--- src/rtl/cpu_pkg.sv ---
// Shared opcode, bus-select index and sequencer state definitions.
// Pure declarations; no logic, no latency, no flow control.
package cpu_pkg;

  localparam logic [4:0] OP_ADD  = 5'b00011;
  localparam logic [4:0] OP_SUB  = 5'b00100;
  localparam logic [4:0] OP_AND  = 5'b00101;
  localparam logic [4:0] OP_OR   = 5'b00110;
  localparam logic [4:0] OP_ROR  = 5'b00111;
  localparam logic [4:0] OP_ROL  = 5'b01000;
  localparam logic [4:0] OP_SHR  = 5'b01001;
  localparam logic [4:0] OP_SHRA = 5'b01010;
  localparam logic [4:0] OP_SHL  = 5'b01011;
  localparam logic [4:0] OP_DIV  = 5'b01111;
  localparam logic [4:0] OP_MUL  = 5'b10000;
  localparam logic [4:0] OP_NEG  = 5'b10001;
  localparam logic [4:0] OP_NOT  = 5'b10010;

  // Bus source indices; R0..R15 occupy 0..15.
  localparam int BUS_R0     = 0;
  localparam int BUS_HI     = 16;
  localparam int BUS_LO     = 17;
  localparam int BUS_ZHI    = 18;
  localparam int BUS_ZLO    = 19;
  localparam int BUS_PC     = 20;
  localparam int BUS_MDR    = 21;
  localparam int BUS_INPORT = 22;
  localparam int BUS_C      = 23;

  typedef enum logic [3:0] {
    S_IDLE,
    S_T0,
    S_T1,
    S_T2,
    S_T3,
    S_T4,
    S_T5,
    S_T6,
    S_ILLEGAL
  } state_t;

endpackage

--- src/rtl/ir_field_decode.sv ---
// Splits an instruction word into opcode/register fields and classifies the opcode.
// Purely combinational, zero latency, no flow control.
module ir_field_decode (
  input  logic [31:0] ir,
  output logic [4:0]  opcode,
  output logic [3:0]  ra,
  output logic [3:0]  rb,
  output logic [3:0]  rc,
  output logic        is_muldiv,
  output logic        is_unary,
  output logic        is_legal
);
  import cpu_pkg::*;

  assign opcode    = ir[31:27];
  assign ra        = ir[26:23];
  assign rb        = ir[22:19];
  assign rc        = ir[18:15];

  assign is_muldiv = (opcode == OP_MUL) || (opcode == OP_DIV);
  assign is_unary  = (opcode == OP_NEG) || (opcode == OP_NOT);
  assign is_legal  = opcode inside {OP_ADD, OP_SUB, OP_AND, OP_OR, OP_ROR, OP_ROL,
                                    OP_SHR, OP_SHRA, OP_SHL, OP_DIV, OP_MUL,
                                    OP_NEG, OP_NOT};

endmodule

--- src/rtl/alu_instr_sequencer.sv ---
// Moore control-step sequencer: fetch T0-T2, execute T3-T5/T6 for one ALU instruction.
// done 6 cycles after start (7 for mul/div), +1 per mem_ready=0 cycle in T1; start ignored while busy.
module alu_instr_sequencer #(
  parameter int NUM_GPR = 16,
  parameter int SEL_W   = 32
) (
  input  logic               clock,
  input  logic               reset_n,
  input  logic               start,
  input  logic [31:0]        ir,
  input  logic               mem_ready,
  output logic [SEL_W-1:0]   bus_sel,
  output logic [NUM_GPR-1:0] gpr_in,
  output logic               pc_in,
  output logic               ir_in,
  output logic               mar_in,
  output logic               mdr_in,
  output logic               y_in,
  output logic               z_in,
  output logic               hi_in,
  output logic               lo_in,
  output logic               inc_pc,
  output logic               read,
  output logic [4:0]         alu_op,
  output logic               busy,
  output logic               done,
  output logic               illegal
);
  import cpu_pkg::*;

  state_t     state;
  state_t     state_nxt;
  logic [4:0] opcode;
  logic [3:0] ra;
  logic [3:0] rb;
  logic [3:0] rc;
  logic       is_muldiv;
  logic       is_unary;
  logic       is_legal;

  ir_field_decode u_dec (
    .ir        (ir),
    .opcode    (opcode),
    .ra        (ra),
    .rb        (rb),
    .rc        (rc),
    .is_muldiv (is_muldiv),
    .is_unary  (is_unary),
    .is_legal  (is_legal)
  );

  always_ff @(posedge clock) begin
    if (!reset_n) state <= S_IDLE;
    else          state <= state_nxt;
  end

  assign busy = (state != S_IDLE);

  always_comb begin
    state_nxt = state;
    bus_sel   = '0;
    gpr_in    = '0;
    pc_in     = 1'b0;
    ir_in     = 1'b0;
    mar_in    = 1'b0;
    mdr_in    = 1'b0;
    y_in      = 1'b0;
    z_in      = 1'b0;
    hi_in     = 1'b0;
    lo_in     = 1'b0;
    inc_pc    = 1'b0;
    read      = 1'b0;
    alu_op    = '0;
    done      = 1'b0;
    illegal   = 1'b0;

    case (state)
      S_IDLE: begin
        if (start) state_nxt = S_T0;
      end
      S_T0: begin
        bus_sel[BUS_PC] = 1'b1;
        mar_in          = 1'b1;
        inc_pc          = 1'b1;
        z_in            = 1'b1;
        state_nxt       = S_T1;
      end
      S_T1: begin
        // PC and MDR load only on the exit cycle so a memory stall loads PC once.
        bus_sel[BUS_ZLO] = 1'b1;
        read             = 1'b1;
        pc_in            = mem_ready;
        mdr_in           = mem_ready;
        if (mem_ready) state_nxt = S_T2;
      end
      S_T2: begin
        bus_sel[BUS_MDR] = 1'b1;
        ir_in            = 1'b1;
        state_nxt        = is_legal ? S_T3 : S_ILLEGAL;
      end
      S_T3: begin
        if (!is_unary) begin
          bus_sel[rb] = 1'b1;
          y_in        = 1'b1;
        end
        state_nxt = S_T4;
      end
      S_T4: begin
        bus_sel[is_unary ? rb : rc] = 1'b1;
        alu_op                      = opcode;
        z_in                        = 1'b1;
        state_nxt                   = S_T5;
      end
      S_T5: begin
        bus_sel[BUS_ZLO] = 1'b1;
        if (is_muldiv) begin
          lo_in     = 1'b1;
          state_nxt = S_T6;
        end else begin
          gpr_in[ra] = 1'b1;
          done       = 1'b1;
          state_nxt  = S_IDLE;
        end
      end
      S_T6: begin
        bus_sel[BUS_ZHI] = 1'b1;
        hi_in            = 1'b1;
        done             = 1'b1;
        state_nxt        = S_IDLE;
      end
      S_ILLEGAL: begin
        done      = 1'b1;
        illegal   = 1'b1;
        state_nxt = S_IDLE;
      end
      default: state_nxt = S_IDLE;
    endcase
  end

endmodule

--- config.mk ---
export PLATFORM = sky130hd
export DESIGN_NAME = alu_instr_sequencer
export DESIGN_NICKNAME = d
export VERILOG_FILES = /design/src/rtl/cpu_pkg.sv /design/src/rtl/ir_field_decode.sv /design/src/rtl/alu_instr_sequencer.sv
export SDC_FILE = /design/constraint.sdc
export NUM_CORES = 1
export LEC_CHECK = 0
export ABC_AREA = 0
export CAP_MARGIN = 20
export CORE_AREA = 3 3 63 65
export CTS_BUF_LIST = sky130_fd_sc_hd__clkbuf_4 sky130_fd_sc_hd__clkbuf_8
export CTS_CLUSTER_DIAMETER = 60
export DETAILED_ROUTE_END_ITERATION = 6
export DIE_AREA = 0 0 66 68
export PLACE_DENSITY = 0.81
export SYNTH_ARGS = -nofsm -noshare
export SYNTH_HDL_FRONTEND = slang
export SYNTH_SLANG_ARGS = --single-unit
--- constraint.sdc ---
create_clock -name clock -period 1.84 [get_ports clock]
set_input_delay 0.184 -clock clock [delete_from_list [all_inputs] [get_ports clock]]
set_output_delay 0.184 -clock clock [all_outputs]
set_load 0.01 [all_outputs]
# ---- After elaboration in Yosys (flattened, before gate mapping)
# Cells that the tools add are included.
dict set report totals {
  reg_bits 4
  in_bits 36
  out_inout_bits 66
  wordCells 77
}
dict set report classes {
  order_cmp 6
  eq_ne 23
  muxes 35
  n_reduce_logical 12
}
# op count
set op_table {}
lappend op_table {{2-to-1 mux 16 bit} 3}
lappend op_table {{case mux 18 bit (2 select lines)} 1}
lappend op_table {{case mux 4 bit (7 select lines)} 1}
lappend op_table {{equality test 5 x 4 -> 1 bit, second input constant} 5}
lappend op_table {{equality test 5 x 3 -> 1 bit, second input constant} 4}
lappend op_table {{equality test 4 x 3 -> 1 bit, second input constant} 4}
lappend op_table {{2-to-1 mux 4 bit} 4}
lappend op_table {{equality test 5 bit, second input constant} 3}
lappend op_table {{2-to-1 mux 1 bit} 15}
lappend op_table {{nonzero test 13 bit} 1}
lappend op_table {{demux 1 bit (select 4 bit)} 3}
lappend op_table {{greater-or-equal comparator 4 x 1 -> 1 bit, second input constant} 3}
lappend op_table {{less-than comparator 4 x 6 -> 1 bit, second input constant} 2}
lappend op_table {{2-to-1 mux 10 bit} 1}
lappend op_table {{case mux 1 bit (2 select lines)} 5}
lappend op_table {{equality test 4 x 2 -> 1 bit, second input constant} 2}
lappend op_table {{OR reduction 2 bit} 3}
lappend op_table {{equality test 5 x 2 -> 1 bit, second input constant} 1}
lappend op_table {{less-than comparator 4 x 5 -> 1 bit, second input constant} 1}
lappend op_table {{2-to-1 mux 5 bit} 1}
lappend op_table {{equality test 4 x 1 -> 1 bit, second input constant} 1}
lappend op_table {{equality test 4 bit, second input constant} 1}
lappend op_table {{logical NOT 4 bit} 1}
lappend op_table {{inequality test 2 bit, second input constant} 2}
lappend op_table {{5 further kinds} 8}

# ---- Logic depth before layout (Yosys ltp)
# Gate-level depths: netlist of the first run.
dict set report depth {
  depth_word 8
  depth_mapped 5
  ltp_nobuf 4
}

# ---- Modules after synthesis
# A second synthesis of the first run with hierarchy kept.
dict set report hier_totals {
  cells_unflattened 176
  area_unflattened_um2 1209.9
}
# module n_inst cells_per_inst area_each_um2 seq_area_each_um2
set by_module_without_submodules {}
lappend by_module_without_submodules {alu_instr_sequencer 1 147 1012.2 80.1}
lappend by_module_without_submodules {ir_field_decode 1 29 197.7 0.0}

# ---- Least setup slack after synthesis of the first run
# OpenSTA, ideal clock, no wires.
dict set report synth_timing {
  path_type {reg-to-output}
  startpoint {reg state[1]}
  endpoint {out pc_in}
  arrival_time_ns 1.626
  required_time_ns 1.656
  setup_slack_ns 0.030
  path_stages_with_launch 6
  path_buffers 2
  cell_sequence {dfxtp_1 -> clkbuf_1 -> or3b_2 -> nor2_1 -> and2_1 -> buf_4}
}
dict set report synth_via {
  elab_chain_cells 2
}
# item line
set synth_lines {}
lappend synth_lines {{from (decl)} alu_instr_sequencer.sv:31} ;# state_t state;
lappend synth_lines {{from (signal assigned)} alu_instr_sequencer.sv:54} ;# else state <= state_nxt;
lappend synth_lines {{equality test 4 x 2 -> 1 bit} --}
lappend synth_lines {{2-to-1 mux 1 bit} --}
lappend synth_lines {{to (decl)} alu_instr_sequencer.sv:14} ;# output logic pc_in,
# No other way between the ends.

# ---- Final worst setup path of the first run
dict set report layout_timing {
  startpoint {reg state[1]}
  endpoint {out bus_sel[6]}
}
dict set report layout_via {
  elab_chain_cells 2
  word_cells_on_any_way 3
  classes_between {eq/ne: 2; mux: 1}
}
# item line
set layout_lines {}
lappend layout_lines {{equality test 4 x 3 -> 1 bit} alu_instr_sequencer.sv:77} ;# case (state)
lappend layout_lines {{case mux 18 bit (2 select lines) (*)} alu_instr_sequencer.sv:77}
lappend layout_lines {{to (decl)} alu_instr_sequencer.sv:12} ;# output logic [SEL_W-1:0] bus_sel,
# Mark *: on every way between the ends. The rest lies on a longest branch, timed or not.

==> flow_summary.ini, run 1 <==
[status]
status = finished, violations left
failed_checks = negative setup slack

[detailed_routing]
drc_errors = 0
vias = 1573
avgViaCountPerCell = 5.074
wl_per_cell_um = 13.86
drt_iter0_drc = 178
drt_pass1_iterations = 4
wl_mm = 4.296
ant_nets = 0

[worst_setup_path]
endpoint_kind = primary output
critical_path_class = reg -> out
arrival_ns = 1.85
required_ns = 1.66
path_max_fanout = 2
start_kind = register

[clocking]
cts-root-buf = clkbuf_4
path_clk_slew_ns = 0.03
cts_buffer_depth = 2
cts.sinks = 4
insertion_delay_ns = 0.24
cts_buffers = 3
cts_tree = yes
htree_levels = 1

[yosys]
synth_cells = 159
ys_ff_latch = 4
synth_compound_area_frac = 0.1768
yosys_warnings = 0
syn_area_per_cell_sq_um = 6.453
synth_ff_type = dfxtp_1
yosys.area_share.simple = 0.5512
synth.distinct_cells = 40
ys_seq_area_frac = 0.07805
syn_area_sq_um = 1026
synth_xor_area_frac = 0.01707
async_flop_share = 0
synth_fa_ha_area_frac = 0
synth_edf_count = 0
synth_top_family_by_area = simple AND/OR/NAND/NOR gates
synth_mux_area_frac = 0

[global_route]
grt_pass1_wl_mm = 6.161
grt_pass1_vias = 1378
antenna_found_initial = 0
grt_use_total = 0.1704
grt_overflow = 0
grt_max_degree = 13

[final_layout]
largest_register_ffs = 4
final_cells = 310
top_regs = state (4)
fillCellCount = 324
top_register = state
regArea_sq_um = 85.08
diodes = 0
drive_gt1_frac = 0.4508
fin_nets = 302
multi_input_area_sq_um = 1005
area_delta_synth_final_pct = 102.7

[pwr]
combPwrFrac = 0.604
net-switching-power_mw = 0.2041
swShare = 0.3857
peakVddDrop_mv = 0.2270
p_int_mw = 0.3250
p_total_mw = 0.5291
power.share.clock = 0.211
pwr-share-seq = 0.185
cellLeakagePower_nw = 1.036
powerDensity_nw_per_um2 = 254.5

[floorplanning]
io_pins = 102
rows = 21
start_util = 0.3027
die_h_um = 68
dieArea_sq_um = 4488
die_x_um = 66
core_sq_um = 3390

[sta]
fmax_mhz = 491.9
holdWs_ns = 0.5364
min_period_ns = 2.033
setup_viol = 13
rsz0062_at_grt = true
hold_viol_final = 0
skew_ns = 0.006635
finalMaxSlewViolations = 0
tns_ns = -0.5050
setup_slack_ns = -0.1930
post-route-period-util = 1.105

[flow_run]
drv_cap = 0

[placement]
numPortBuffers = 74
gp_congestion = 0.8464
hpwlAfterDp_mm = 3.205
dp.cells = 297

[worst_hold_path]
hold_path.class = in -> reg
[cells by family after synthesis]
group	after synthesis
flip-flops	4
AO/OA/AOI/OAI	28
buffers and inverters	28
XOR/XNOR	2
other	1
AND/OR/NAND/NOR	96
[area by class of cell]
cell class                 count  area share
clock buffer                   3     0.01083
inverter                       4    0.007220
multi-input combinational    138      0.4832
sequential                     4     0.04091
tap                           46     0.02768
timing repair buffer         115      0.4302
[per-layer routing]
layer | vias up | wire length, um | global-route usage
li1 | 774 | - | -
met1 | 736 | 1800 | 0.2278
met2 | 59 | 2192 | 0.2866
met3 | 4 | 252 | 0.01642
met4 | 0 | 51 | 0.05838
met5 | - | 0 | 0
[Yosys cell counts, drive strengths merged (4+ instances only)]
| cell type | instances | area share |
|---|---|---|
| nor2 | 21 | 0.077 |
| buf | 19 | 0.14 |
| nand3 | 15 | 0.073 |
| o22ai | 13 | 0.079 |
| nor2b | 9 | 0.055 |
| nor3 | 9 | 0.044 |
| nand2 | 7 | 0.028 |
| nand4 | 6 | 0.037 |
| clkbuf | 5 | 0.018 |
| nand2b | 5 | 0.030 |
| o21ai | 5 | 0.024 |
| and3 | 4 | 0.024 |
| dfxtp | 4 | 0.078 |
| inv | 4 | 0.015 |
| nand3b | 4 | 0.029 |
[metrics by stage]
step                      worst slack, ns  utilization  cell area [sq um]
after global routing              -0.2819       0.6135               2079
after floorplan                   0.03048            -               1067
after CTS                         -0.2179       0.5773               1957
final                             -0.1930       0.6135               2079
after detailed placement          -0.5900       0.5725               1941
after global placement            -0.5368       0.5725               1941
[layout by cell type, fill, tap and decap left out, drive strengths merged, types with 5 or more instances in the layout]
master and n:
nor2b 9, o21ai 5, clkdlybuf4s50 16, nand4 6, nor3 9, buf 73, nand2b 5, o22ai 13
nand2 7, conb 12, nor2 21, nand3 15, dlygate4sd2 21
[timing repair]
action / in CTS / in global routing
pin swaps: 15 / 15
setup endpoints to repair: 53 / 33
gates cloned: 1 / 0
hold buffers: 0 / 0
buffers inserted: 8 / 2
gates resized for setup: 182 / 34
[power groups by stage]
stage | sequential, mW | clock (mW) | combinational [mW]
final | 0.0978 | 0.111 | 0.320
after global routing | 0.0984 | 0.119 | 0.343
after CTS | 0.0975 | 0.116 | 0.298
after detailed placement | 0.0974 | 0 | 0.283
after global placement | 0.0967 | 0 | 0.280
after floorplan | 0.0984 | 0 | 0.141
[critical path, stage by stage, from the launching register on]
cell,delay (ns)
dfxtp_2,0.32
nand4bb_4,0.22
or3b_4,0.39
or4b_1,0.46
o21ai_1,0.08
buf_2,0.14
[path summary, 6_finish.rpt]
path	startpoint	endpoint	slack, ns	cells after the start
min	reset_n	state[1]	0.54	2
max reg2reg	state[1]	state[1]	0.54	5
max	state[1]	bus_sel[6]	-0.19	5
min reg2reg	state[2]	state[0]	0.77	4
(Power assumes the default switching activity.)
==> run 2, diff against run 1 <==
--- a/config.mk
+++ b/config.mk
@@ -7,12 +7,13 @@
 export LEC_CHECK = 0
 export ABC_AREA = 0
 export CAP_MARGIN = 20
-export CORE_AREA = 3 3 63 65
+export CORE_AREA = 3 3 57 72
 export CTS_BUF_LIST = sky130_fd_sc_hd__clkbuf_4 sky130_fd_sc_hd__clkbuf_8
 export CTS_CLUSTER_DIAMETER = 60
 export DETAILED_ROUTE_END_ITERATION = 6
-export DIE_AREA = 0 0 66 68
-export PLACE_DENSITY = 0.81
+export DIE_AREA = 0 0 60 75
+export PLACE_DENSITY = 0.8
+export SLEW_MARGIN = 0
 export SYNTH_ARGS = -nofsm -noshare
 export SYNTH_HDL_FRONTEND = slang
 export SYNTH_SLANG_ARGS = --single-unit
==> flow_summary.ini, run 2 (synthesis gave the netlist of run 1 again) <==
[flow_run]
drv_cap = 0

[clocking]
path_clk_slew_ns = 0.03
cts_buffer_depth = 2
cts_buffers = 3
cts_tree = yes
htree_levels = 1
cts.sinks = 4
cts-root-buf = clkbuf_8
insertion_delay_ns = 0.22

[final_layout]
regArea_sq_um = 85.08
area_delta_synth_final_pct = 113.7
fin_nets = 309
largest_register_ffs = 4
diodes = 0
final_common_cell = buf_4
drive_gt1_frac = 0.4723
top_regs = state (4)
top_register = state
multi_input_area_sq_um = 1005
final_cell_mix = 32 x buf_4, 31 x buf_2, 19 x buf_6
fillCellCount = 317

[sta]
tns_ns = -1.328
hold_viol_final = 0
skew_ns = 0.0007232
min_period_ns = 2.055
finalMaxSlewViolations = 0
post-route-period-util = 1.117
setup_viol = 15
fmax_mhz = 486.5
rsz0062_at_grt = true
setup_slack_ns = -0.2153

[worst_setup_path]
path_cells = nand4bb_4, or3b_4, or4b_4, o21ai_2, buf_2
critical_path_class = reg -> out
endpoint_kind = primary output
arrival_ns = 1.87
required_ns = 1.66
start_kind = register
slowest_delay_ns = 0.50
cpMaxStageDelayCell = or4b_4
reg2reg_to = state[1]
r2r_setup_slack_ns = 0.28
rr_startpoint = state[3]
reg2reg_depth = 7
path_max_fanout = 2

[worst_hold_path]
whs_path_depth = 2
holdPathEnd = state[1]
min_from = reset_n
hold_path.class = in -> reg

[global_route]
grt_max_degree = 17
grt_use_total = 0.1935
grt_overflow = 0
grt_pass1_wl_mm = 6.755
grt_pass1_vias = 1499
antenna_found_initial = 0

[floorplanning]
dieArea_sq_um = 4500
rows = 24
core_sq_um = 3483
die_x_um = 60
io_pins = 102
start_util = 0.2945
die_h_um = 75

[detailed_routing]
vias = 1622
drt_pass1_iterations = 4
avgViaCountPerCell = 5.232
wl_mm = 4.727
ant_nets = 0
drt_iter0_drc = 82
wl_per_cell_um = 15.25
drc_errors = 0

[pwr]
cellLeakagePower_nw = 1.053
powerDensity_nw_per_um2 = 287.8
peakVddDrop_mv = 0.2657

[status]
status = finished, violations left
failed_checks = negative setup slack

[placement]
dp_slack_ns = -0.6203
gp_congestion = 0.9112
hpwlAfterDp_mm = 3.239
numPortBuffers = 74
## run 2: cell types whose count changed in the layout (fill, tap and decap cells not counted), moves of 3 or more
cell	previous run	this run
o22ai_2	10	5
dlygate4sd2_1	21	16
buf_6	7	19
clkbuf_8	0	3
o22ai_1	3	8
clkbuf_4	3	0
## run 2: what timing repair did
item | in CTS | in global routing
resized for setup | 201 | 40
cloned | 1 | 0
pin swaps | 18 | 16
setup buffers | 16 | 5
hold buffers | 0 | 0
endpoints found under the setup margin | 53 | 35
## run 2: through the flow
stage	util	area [sq um]	power, mW	hold WS [ns]	instances
global route	0.6293	2192	0.6614	0.5761	310
global placement	0.5618	1957	0.3825	0.6514	290
finish	0.6293	2192	0.6308	0.5655	310
floorplan	-	1067	0.2398	0.3015	170
detailed placement	0.5618	1957	0.3875	0.6899	290
CTS	0.5977	2082	0.6106	0.5570	309
## run 2: final cells by class
| type | count | share of cell area |
|---|---|---|
| Multi-Input combinational cell | 138 | 0.4583 |
| Timing Repair Buffer | 122 | 0.4549 |
| Sequential cell | 4 | 0.03881 |
| Tap cell | 39 | 0.02226 |
| Clock buffer | 3 | 0.01884 |
| Inverter | 4 | 0.006849 |
## run 2: worst max-delay path by stage
stage	end	start	cells past startpoint
6_report	bus_sel[6]	state[1]	5
5_1_grt	gpr_in[2]	state[3]	8
4_1_cts	bus_sel[6]	state[1]	5
3_5_place_dp	gpr_in[3]	ir[31]	7
3_3_place_gp	gpr_in[3]	ir[31]	7
2_1_floorplan	pc_in	state[1]	5
## run 2: where the power goes
part           internal [mW]  switching [mW]  total, mW
Clock                  0.140          0.0521      0.192
Combinational          0.169           0.170      0.340
Sequential            0.0933         0.00574     0.0990
Total                  0.403           0.228      0.631
## run 2: metal layers
layer | vias to the layer above | GRT usage | wire length, um
met4 | 0 | 0.07635 | 103
li1 | 778 | - | -
met1 | 752 | 0.2282 | 1716
met5 | - | 0 | 0
met2 | 81 | 0.3377 | 2514
met3 | 11 | 0.03945 | 393
## run 2: worst max-delay path, delay by kind of cell, from the launching register on
family | cells | cell delay, ns
buffers and inverters | 1 | 0.14
flip-flops | 1 | 0.33
AND/OR/NAND/NOR | 3 | 1.11
AO/OA/AOI/OAI | 1 | 0.07
==> run 3, diff against run 2 <==
==> constraint.sdc (replaced) <==
create_clock -name clock -period 1.84 [get_ports clock]
set_input_delay 0.184 -clock clock [delete_from_list [all_inputs] [get_ports clock]]
set_output_delay 0.184 -clock clock [all_outputs]
set_load 0.005 [all_outputs]
==> flow_summary.ini, run 3 (synthesis gave the netlist of run 1 again) <==
[sta]
rsz0062_at_grt = true
skew_ns = 0.005734
setup_viol = 19
fmax_mhz = 492.2
max_slew.worst_pin.slew_ns = 0.4773
hold_viol_final = 0
holdWs_ns = 0.5567
relSlewSlack = 0.6736
setup_slack_ns = -0.1916
tns_ns = -1.366
min_period_ns = 2.032
finalMaxSlewViolations = 0
post-route-period-util = 1.104

[worst_setup_path]
required_ns = 1.66
rr_startpoint = state[3]
cp.buffers_inverters = 1
r2r_setup_slack_ns = 0.26
reg2reg_to = state[1]
endpoint_kind = primary output
cp_top_family = simple AND/OR/NAND/NOR gates
slowest_delay_ns = 0.46
reg2reg_depth = 7
arrival_ns = 1.85
critical_path_class = reg -> out
start_kind = register
path_max_fanout = 2
cpMaxStageDelayCell = or4b_1
path_cells = nand4bb_4, or3b_4, or4b_1, o21ai_1, buf_2

[status]
status = finished, violations left
failed_checks = negative setup slack

[floorplanning]
rows = 24
die_x_um = 60
io_pins = 102
core_sq_um = 3483
start_util = 0.2945
dieArea_sq_um = 4500
die_h_um = 75

[global_route]
antenna_found_initial = 0
grt_pass1_wl_mm = 7.272
grt_busiest_layer = met2
grt_use_total = 0.2061
grt_overflow = 0
grt_pass1_vias = 1608
grt_max_degree = 17
met3_usage = 0.04803
grt_use_met1 = 0.2253
use_met2 = 0.3762

[final_layout]
drive_gt1_frac = 0.5512
fin_nets = 321
final_area_sq_um = 2371
final_cell_mix = 43 x buf_4, 32 x buf_2, 16 x clkdlybuf4s50_1
largest_register_ffs = 4
fin_util = 0.6807
fillCellCount = 266
top_regs = state (4)
final_common_cell = buf_4
area_delta_synth_final_pct = 131.1
top_register = state
diodes = 0

[detailed_routing]
vias = 1699
ant_nets = 0
wl_per_cell_um = 16.40
drt_pass1_iterations = 4
drt_iter0_drc = 82
drc_errors = 0
wl_mm = 5.280
avgViaCountPerCell = 5.276

[clocking]
insertion_delay_ns = 0.23
cts_buffers = 3
cts-root-buf = clkbuf_8
cts_buffer_depth = 2
htree_levels = 1
cts_tree = yes
cts.sinks = 4
path_clk_slew_ns = 0.03

[pwr]
combPwrFrac = 0.563
power.share.clock = 0.291
swShare = 0.3506
peakVddDrop_mv = 0.5019
net-switching-power_mw = 0.2323
powerDensity_nw_per_um2 = 279.4
cellLeakagePower_nw = 1.202
p_int_mw = 0.4302
p_total_mw = 0.6624
pwr-share-seq = 0.147

[worst_hold_path]
holdPathEnd = state[1]
whs_path_depth = 2
min_from = reset_n
hold_path.class = in -> reg

[placement]
gp_congestion = 0.9038
hpwlAfterDp_mm = 3.273
place_area_sq_um = 1964
numPortBuffers = 74

[flow_run]
drv_cap = 0
## run 3: cell count changes in the layout (fill, tap and decap cells not counted), moves of 3 or more
cell,change
dlygate4sd2_1,-10
clkbuf_2,+7
nand3_1,-3
nor2_4,+3
nand3_2,+3
buf_6,-4
nor2_1,-4
dlymetal6s2s_1,+6
buf_4,+11
## run 3: metrics by stage
| step | std cells | setup slack [ns] |
|---|---|---|
| 5_1_grt | 322 | -0.2598 |
| 3_5_place_dp | 291 | -0.5653 |
| 3_3_place_gp | 291 | -0.5421 |
| 2_1_floorplan | 170 | 0.1076 |
| 6_report | 322 | -0.1916 |
| 4_1_cts | 310 | -0.1755 |
## run 3: worst max-delay path by stage
| stage | from | endpoint | slack (ns) | cells after the start |
|---|---|---|---|---|
| after floorplan | state[3] | bus_sel[6] | 0.11 | 5 |
| after global placement | ir[31] | gpr_in[3] | -0.54 | 7 |
| after detailed placement | ir[29] | gpr_in[1] | -0.57 | 7 |
| after CTS | state[1] | bus_sel[6] | -0.18 | 5 |
| after global routing | state[3] | gpr_in[1] | -0.26 | 8 |
| final | state[1] | bus_sel[6] | -0.19 | 5 |
## run 3: power groups by stage
stage                     registers, mW  clock network [mW]  logic, mW
final                            0.0971               0.193      0.373
after global routing             0.0978               0.206      0.398
after CTS                        0.0960               0.186      0.322
after detailed placement         0.0977                   0      0.276
after global placement           0.0973                   0      0.273
after floorplan                  0.0984                   0      0.127
## run 3: what timing repair did
action / in CTS / in global routing
pin swaps: 19 / 22
buffers inserted: 16 / 13
cloned: 1 / 0
endpoints found under the setup margin: 52 / 41
gates resized for setup: 198 / 69
hold buffers: 0 / 0
## run 3: layer usage
metal	share of wire	vias to the layer above
met5	0	-
met1	0.34	786
met3	0.083	14
met2	0.55	95
li1	-	804
met4	0.020	0
## run 3: layout make-up
cell class | instances | area [sq um] | share of cell area
clock buffers | 3 | 41.29 | 0.01741
inverters | 4 | 15.01 | 0.006332
multi-input cells | 138 | 1084 | 0.4570
flip-flops and latches | 4 | 90.09 | 0.03799
well taps | 39 | 48.80 | 0.02058
repair buffers | 134 | 1092 | 0.4607
